[src/rtl/step_motor_pkg.sv]
// Shared types for the step-motor pulse tracker: state encoding, fault codes,
// and the microstep-to-position-weight mapping.
package step_motor_pkg;

    typedef enum logic [1:0] {
        ST_DISABLED = 2'd0,
        ST_IDLE     = 2'd1,
        ST_MOVING   = 2'd2
    } track_state_e;

    localparam logic [1:0] FAULT_NONE          = 2'b00;
    localparam logic [1:0] FAULT_STEP_DISABLED = 2'b01;
    localparam logic [1:0] FAULT_OVERSPEED     = 2'b10;

    // Position increment, in finest-microstep units, of one step taken at microstep k.
    function automatic logic [31:0] ms_weight(input logic [7:0] ms, input int unsigned ms_width);
        int unsigned finest;
        finest = (32'd1 << ms_width) - 32'd1;
        return 32'd1 << (finest - 32'(ms));
    endfunction

endpackage

[src/rtl/step_input_sync.sv]
// N-stage multi-bit synchronizer, all stages reset to zero.
module step_input_sync #(
    parameter int unsigned WIDTH  = 1,
    parameter int unsigned STAGES = 2
) (
    input  logic             clk,
    input  logic             reset,
    input  logic [WIDTH-1:0] d_i,
    output logic [WIDTH-1:0] q_o
);

    logic [WIDTH-1:0] stage_q [STAGES];

    always_ff @(posedge clk or posedge reset) begin
        if (reset) begin
            for (int i = 0; i < int'(STAGES); i++) stage_q[i] <= '0;
        end else begin
            stage_q[0] <= d_i;
            for (int i = 1; i < int'(STAGES); i++) stage_q[i] <= stage_q[i-1];
        end
    end

    assign q_o = stage_q[STAGES-1];

endmodule

[src/rtl/step_pulse_tracker.sv]
// Receive-side step-motor tracker: position, step period, motion state, zpd, faults.
// Optional macro STEP_PULSE_TRACKER_REVERSAL_EN adds the o_reversals counter.
module step_pulse_tracker
    import step_motor_pkg::*;
#(
    parameter int unsigned C_MICROSTEP_WIDTH = 3,
    parameter int unsigned C_POSITION_WIDTH  = 32,
    parameter int unsigned C_PERIOD_WIDTH    = 24,
    parameter int unsigned C_SYNC_STAGES     = 2,
    parameter int unsigned C_IDLE_TIMEOUT    = 1000000,
    parameter int unsigned C_MIN_PERIOD      = 32,
    parameter int          C_ZPD_THRESHOLD   = 0
) (
    input  logic                          clk,
    input  logic                          reset,
    input  logic                          m_drive,
    input  logic                          m_dir,
    input  logic [C_MICROSTEP_WIDTH-1:0]  m_ms,
    input  logic                          m_xen,
    input  logic                          m_xrst,
    input  logic                          preload_en,
    input  logic [C_POSITION_WIDTH-1:0]   preload_val,
    input  logic                          clr_fault,
    output logic [C_POSITION_WIDTH-1:0]   o_position,
    output logic                          o_zpd,
    output logic [C_PERIOD_WIDTH-1:0]     o_period,
    output logic                          o_period_valid,
    output logic                          o_moving,
    output logic                          o_fault,
    output logic [1:0]                    o_fault_code
`ifdef STEP_PULSE_TRACKER_REVERSAL_EN
   ,output logic [15:0]                   o_reversals
`endif
);

    localparam int unsigned MSW    = C_MICROSTEP_WIDTH;
    localparam int unsigned POSW   = C_POSITION_WIDTH;
    localparam int unsigned PW     = C_PERIOD_WIDTH;
    localparam int unsigned SYNC_W = MSW + 4;
    localparam logic signed [POSW-1:0] ZPD_TH = POSW'(C_ZPD_THRESHOLD);
    localparam logic [PW-1:0] IDLE_TO   = PW'(C_IDLE_TIMEOUT);
    localparam logic [PW-1:0] MIN_PER   = PW'(C_MIN_PERIOD);
    localparam logic          ZPD_RESET = (C_ZPD_THRESHOLD >= 0);

    logic [SYNC_W-1:0] sync_q;
    logic              drive_s, dir_s, xen_s, xrst_s;
    logic [MSW-1:0]    ms_s;

    step_input_sync #(.WIDTH(SYNC_W), .STAGES(C_SYNC_STAGES)) u_sync (
        .clk   (clk),
        .reset (reset),
        .d_i   ({m_drive, m_dir, m_ms, m_xen, m_xrst}),
        .q_o   (sync_q)
    );

    assign drive_s = sync_q[SYNC_W-1];
    assign dir_s   = sync_q[SYNC_W-2];
    assign ms_s    = sync_q[2 +: MSW];
    assign xen_s   = sync_q[1];
    assign xrst_s  = sync_q[0];

    track_state_e    state_q;
    logic            drive_prev_q, edge_q, dir_e_q, first_q;
    logic [MSW-1:0]  ms_e_q;
    logic [PW-1:0]   cnt_q, period_q;
    logic [POSW-1:0] pos_q;
    logic            period_valid_q, moving_q, fault_q, zpd_q;
    logic [1:0]      fault_code_q;

    logic            disabled, accept, reject;
    logic [PW-1:0]   cnt_inc;
    logic [POSW-1:0] step_w, pos_step;
    logic [1:0]      fault_code_d;

    // Edge qualification, step arithmetic and sticky fault update.
    always_comb begin
        disabled     = ~xen_s | xrst_s;
        accept       = edge_q & ~disabled & (state_q != ST_DISABLED);
        reject       = edge_q & ~accept;
        cnt_inc      = (&cnt_q) ? cnt_q : cnt_q + PW'(1);
        step_w       = POSW'(ms_weight(8'(ms_e_q), MSW));
        pos_step     = dir_e_q ? pos_q + step_w : pos_q - step_w;
        fault_code_d = clr_fault ? FAULT_NONE : fault_code_q;
        if (reject) fault_code_d = fault_code_d | FAULT_STEP_DISABLED;
        if (accept && (cnt_inc < MIN_PER)) fault_code_d = fault_code_d | FAULT_OVERSPEED;
    end

    always_ff @(posedge clk or posedge reset) begin
        if (reset) begin
            state_q        <= ST_DISABLED;
            drive_prev_q   <= 1'b0;
            edge_q         <= 1'b0;
            dir_e_q        <= 1'b0;
            ms_e_q         <= '0;
            first_q        <= 1'b1;
            cnt_q          <= '0;
            period_q       <= '0;
            period_valid_q <= 1'b0;
            pos_q          <= '0;
            zpd_q          <= ZPD_RESET;
            moving_q       <= 1'b0;
            fault_q        <= 1'b0;
            fault_code_q   <= FAULT_NONE;
        end else begin
            drive_prev_q   <= drive_s;
            edge_q         <= drive_s & ~drive_prev_q;
            dir_e_q        <= dir_s;
            ms_e_q         <= ms_s;
            period_valid_q <= 1'b0;
            fault_code_q   <= fault_code_d;
            fault_q        <= |fault_code_d;
            zpd_q          <= ($signed(pos_q) <= ZPD_TH);

            // Preload takes priority; a step landing in the same cycle is dropped.
            if (preload_en) pos_q <= preload_val;
            else if (accept) pos_q <= pos_step;

            if (disabled) begin
                state_q  <= ST_DISABLED;
                moving_q <= 1'b0;
                cnt_q    <= '0;
                first_q  <= 1'b1;
            end else begin
                cnt_q <= (state_q == ST_DISABLED) ? '0 : cnt_inc;
                unique case (state_q)
                    ST_DISABLED: begin
                        state_q  <= ST_IDLE;
                        moving_q <= 1'b0;
                    end
                    ST_IDLE: if (accept) begin
                        state_q  <= ST_MOVING;
                        moving_q <= 1'b1;
                    end
                    ST_MOVING: if (!accept && (cnt_q >= IDLE_TO)) begin
                        state_q  <= ST_IDLE;
                        moving_q <= 1'b0;
                    end
                    default: begin
                        state_q  <= ST_DISABLED;
                        moving_q <= 1'b0;
                    end
                endcase
                if (accept) begin
                    cnt_q   <= '0;
                    first_q <= 1'b0;
                    if (!first_q) begin
                        period_q       <= cnt_inc;
                        period_valid_q <= 1'b1;
                    end
                end
            end
        end
    end

`ifdef STEP_PULSE_TRACKER_REVERSAL_EN
    logic [15:0] rev_q;
    logic        last_dir_q, have_dir_q;

    // Direction changes between consecutive accepted steps; preload restarts history.
    always_ff @(posedge clk or posedge reset) begin
        if (reset) begin
            rev_q      <= '0;
            last_dir_q <= 1'b0;
            have_dir_q <= 1'b0;
        end else if (preload_en) begin
            rev_q      <= '0;
            have_dir_q <= 1'b0;
        end else if (accept) begin
            if (have_dir_q && (dir_e_q != last_dir_q)) rev_q <= rev_q + 16'd1;
            last_dir_q <= dir_e_q;
            have_dir_q <= 1'b1;
        end
    end

    assign o_reversals = rev_q;
`endif

    assign o_position     = pos_q;
    assign o_zpd          = zpd_q;
    assign o_period       = period_q;
    assign o_period_valid = period_valid_q;
    assign o_moving       = moving_q;
    assign o_fault        = fault_q;
    assign o_fault_code   = fault_code_q;

endmodule

[config.mk]
export PLATFORM = sky130hd
export DESIGN_NAME = step_pulse_tracker
export DESIGN_NICKNAME = d
export VERILOG_FILES = /design/src/rtl/step_motor_pkg.sv /design/src/rtl/step_input_sync.sv /design/src/rtl/step_pulse_tracker.sv
export SDC_FILE = /design/constraint.sdc
export NUM_CORES = 1
export LEC_CHECK = 0
export ABC_AREA = 1
export CAP_MARGIN = 20
export CORE_ASPECT_RATIO = 0.9
export CORE_MARGIN = 5
export CORE_UTILIZATION = 55
export CTS_CLUSTER_SIZE = 10
export DETAILED_ROUTE_END_ITERATION = 8
export PLACE_DENSITY_LB_ADDON = 0.1
export REMOVE_ABC_BUFFERS = 1
export SKIP_LAST_GASP = 1
export SYNTH_ARGS = -nofsm -noshare
export SYNTH_HDL_FRONTEND = slang
export SYNTH_SLANG_ARGS = --single-unit
[constraint.sdc]
create_clock -name clk -period 4.2 [get_ports clk]
set_clock_uncertainty 0.1 [all_clocks]
set_input_delay 0.63 -clock clk [delete_from_list [all_inputs] [get_ports clk]]
set_output_delay 0.63 -clock clk [all_outputs]
set_load 0.01 [all_outputs]
==> results.sh <==
export IMPL_power_leakage_uw=0.00409
export IMPL_num_antenna_cells=0
export IMPL_post_route_util_pct=67.9
export IMPL_regArea_um2=2730
export IMPL_reg2reg_slack_ps=760
export IMPL_area_growth_pct=21.6
export IMPL_crit_reg2reg_launch="ms_e_q[2]"
export IMPL_syn_inst=1010
export IMPL_synth_seq_cells=109
export IMPL_ant_nets=0
export IMPL_worstSetupPathType="register to register"
export IMPL_routed_via_density=5.55
export IMPL_r2r_end="o_position[13]"
export IMPL_relSlewSlack_pct=32.5
export IMPL_max_stage_delay_ps=610
export IMPL_crit_chain="nand2_1 > nor2_1 > inv_1 > ha_1 > a21oi_1 > ha_1 > nand2_1 > inv_1 > a21oi_1 > nand2_1 > nand2_1 > nand2_1 > xor2_1 > o21ai_0 > nand2_1"
export IMPL_ios=105
export IMPL_nFillCells=1122
export IMPL_cts_buffers=9
export IMPL_gp_congestion=1.01
export IMPL_cts_buffer_depth=2
export IMPL_grt_total_usage_pct=29.2
export IMPL_drt_total_wl_um=21800
export IMPL_grt_overflow_total=0
export IMPL_portBuffers=104
export IMPL_min_path_type="register to register"
export IMPL_cp_required_ps=4350
export IMPL_dp_hpwl_um=16800
export IMPL_cp_common_cell="nand2_1"
export IMPL_fin_nets=1194
export IMPL_first_iter_violations=665
export IMPL_setup_viol=0
export IMPL_grt_pass1_wl_um=34900
export IMPL_finalCriticalPeriod_ps=3440
export IMPL_holdBufCountCts=0
export IMPL_critPathSlowestCell="a21oi_1"
export IMPL_die_area_um2=15200
export IMPL_yosysWarnings=0
export IMPL_power_density_nw_per_um2=336
export IMPL_cts_tree="built"
export IMPL_layoutNonFillerInstCount=1284
export IMPL_async_reset_ff_share_pct=100
export IMPL_rsz0062_at_grt="false"
export IMPL_place_inst=1268
export IMPL_setup_worst_path_end_class="register"
export IMPL_peakVddDrop_mv=0.233
export IMPL_whs_endpoint="ms_e_q[1]"
export IMPL_grt_pass1_vias=6712
export IMPL_core_um2=12600
export IMPL_clock_fmax_ghz=0.291
export IMPL_cts_clk_slew_worst_paths_ps=80
export IMPL_cts_sinks=109
export IMPL_vias=7126
export IMPL_syn_avg_cell_area_um2=6.98
export IMPL_cts_root_buf="clkbuf_16"
export IMPL_synth_cell_types=39
export IMPL_die_y_um=117
export IMPL_hold_viol=0
export IMPL_multi_input_area_um2=3790
export IMPL_fin_crit_sh_pct=81.9
export IMPL_min_path_cells=0
export IMPL_start_util_pct=55.8
export IMPL_cts_resized=0
export IMPL_drv_slew=0
export IMPL_placementRows=39
export IMPL_htree_levels=3
export IMPL_setup_tns_ps=0
export IMPL_crit_fanout=6
export IMPL_grt_start_max_net_pins=62
export IMPL_clk_latency_ps=370
export IMPL_netlist_area_um2=7050
export IMPL_yosysSeqAreaShare_pct=38.7
export IMPL_cp_data_arrival_time_ps=3590
export IMPL_drtPass1Iterations=7
export IMPL_worstHoldStart="u_sync.q_o[3]"
export IMPL_worstMarginPinSlew_ps=1010
export IMPL_cts_setup_buffers=0
export IMPL_maxCapViolations=0
export IMPL_layout_drive_gt1_share_pct=4.64
export IMPL_outcome="complete, no violations"
export IMPL_crit_path_start_kind="register"
export IMPL_antenna_found_initial=0
export IMPL_reg2reg_depth=15
export IMPL_drc=0
export IMPL_die_w_um=129
export IMPL_wl_per_cell_um=17.0
export IMPL_synth_edf_count=0
export IMPL_synthFlopType="dfrtp_1"
==> cells in the final DEF (no fill, tap or decap), types with 2 or more instances in the layout <==
master / n
nor3_1: 16
nand3_2: 3
inv_2: 2
nor2_4: 2
xnor2_1: 4
inv_8: 2
dfrtp_1: 107
nand3b_1: 2
nand2_2: 3
a21oi_1: 55
o21a_1: 3
or2_2: 6
nand2_1: 301
nor4_1: 9
a22o_1: 2
clkinv_8: 2
clkbuf_16: 9
inv_1: 115
a31oi_1: 4
nor2_1: 131
dfstp_2: 2
buf_4: 8
ha_1: 35
clkdlybuf4s50_1: 104
o211ai_1: 5
o21bai_1: 8
nand3_1: 62
nor2_2: 7
xor2_1: 14
o21ai_0: 66
nand4_1: 17
==> cell families (layout without fill, tap and decap cells) <==
logic type / count (synthesis) / in the layout / synth area share (%)
simple gates: 561 / 561 / 33.5
buf+inv: 137 / 247 / 7.56
fa+ha+maj: 36 / 36 / 6.50
compound gates: 149 / 149 / 11.5
xor+xnor: 18 / 18 / 2.24
flops: 109 / 109 / 38.7
==> registers in the layout (all words and copies together), names as in the netlist, 2 cells and up <==
register,flops
ms_e_q,3
cnt_q,24
state_q,2
u_sync.q_o,7
o_period,24
o_position,32
u_sync.stage_q,7
o_fault_code,2
==> area by class of cell <==
cell class | instances | share of cell area, %
well taps | 164 | 2.39
inverters | 119 | 5.24
clock buffers | 9 | 2.63
clock inverters | 7 | 0.905
flip-flops and latches | 109 | 31.8
multi-input cells | 764 | 44.2
repair buffers | 112 | 12.8
==> synthesized netlist by cell type, drive strengths merged, types with 3 or more instances <==
cell type	count	area, um^2
a21oi	55	275
a31oi	4	25.0
buf	5	37.5
clkbuf	13	48.8
dfrtp	107	2680
ha	35	438
inv	118	443
nand2	305	1160
nand3	65	340
nand4	17	106
nor2	140	558
nor3	16	80.1
nor4	9	56.3
o211ai	5	37.5
o21a	3	22.5
o21ai	68	344
o21bai	8	60.1
or2	6	37.5
xnor2	4	35.0
xor2	14	123
==> how the worst max path moves through the flow <==
stage,start,to,slack [ps]
2_1_floorplan,reset,cnt_q[0],600
3_3_place_gp,ms_e_q[2],o_position[29],900
3_5_place_dp,ms_e_q[2],o_position[29],840
4_1_cts,ms_e_q[2],o_position[29],810
5_1_grt,ms_e_q[0],o_position[29],440
6_report,ms_e_q[2],o_position[13],760
==> where the power goes <==
part	internal (uW)	switching (uW)
Sequential	1110	75.2
Clock	424	464
Combinational	326	488
Total	1860	1030
==> per-layer routing <==
layer  track usage [%]  vias to the layer above  wire length [um]
li1                  -                     3482                 -
met1              45.1                     3276             10600
met5                 0                        -                 0
met4              6.04                        0               369
met3              7.18                       36              1900
met2              41.5                      332              8990
==> critical path, delay by kind of cell, from the launching register on <==
kind            cells  cell delay, ps
fa+ha+maj           2             640
xor+xnor            1             180
simple gates        7             860
buf+inv             2             120
flops               1             430
compound gates      3            1010
==> metrics by stage <==
| stage | cell area [um^2] | setup WS (ps) | power [uW] | hold slack [ps] |
|---|---|---|---|---|
| after floorplan | 6960 | 599 | 1680 | 231 |
| after global placement | 8270 | 898 | 2000 | 232 |
| after detailed placement | 8270 | 839 | 2000 | 236 |
| after CTS | 8580 | 812 | 2880 | 256 |
| after global routing | 8580 | 443 | 3030 | 264 |
| final | 8580 | 759 | 2880 | 254 |
No activity file was read; power rests on OpenSTA's default activity.
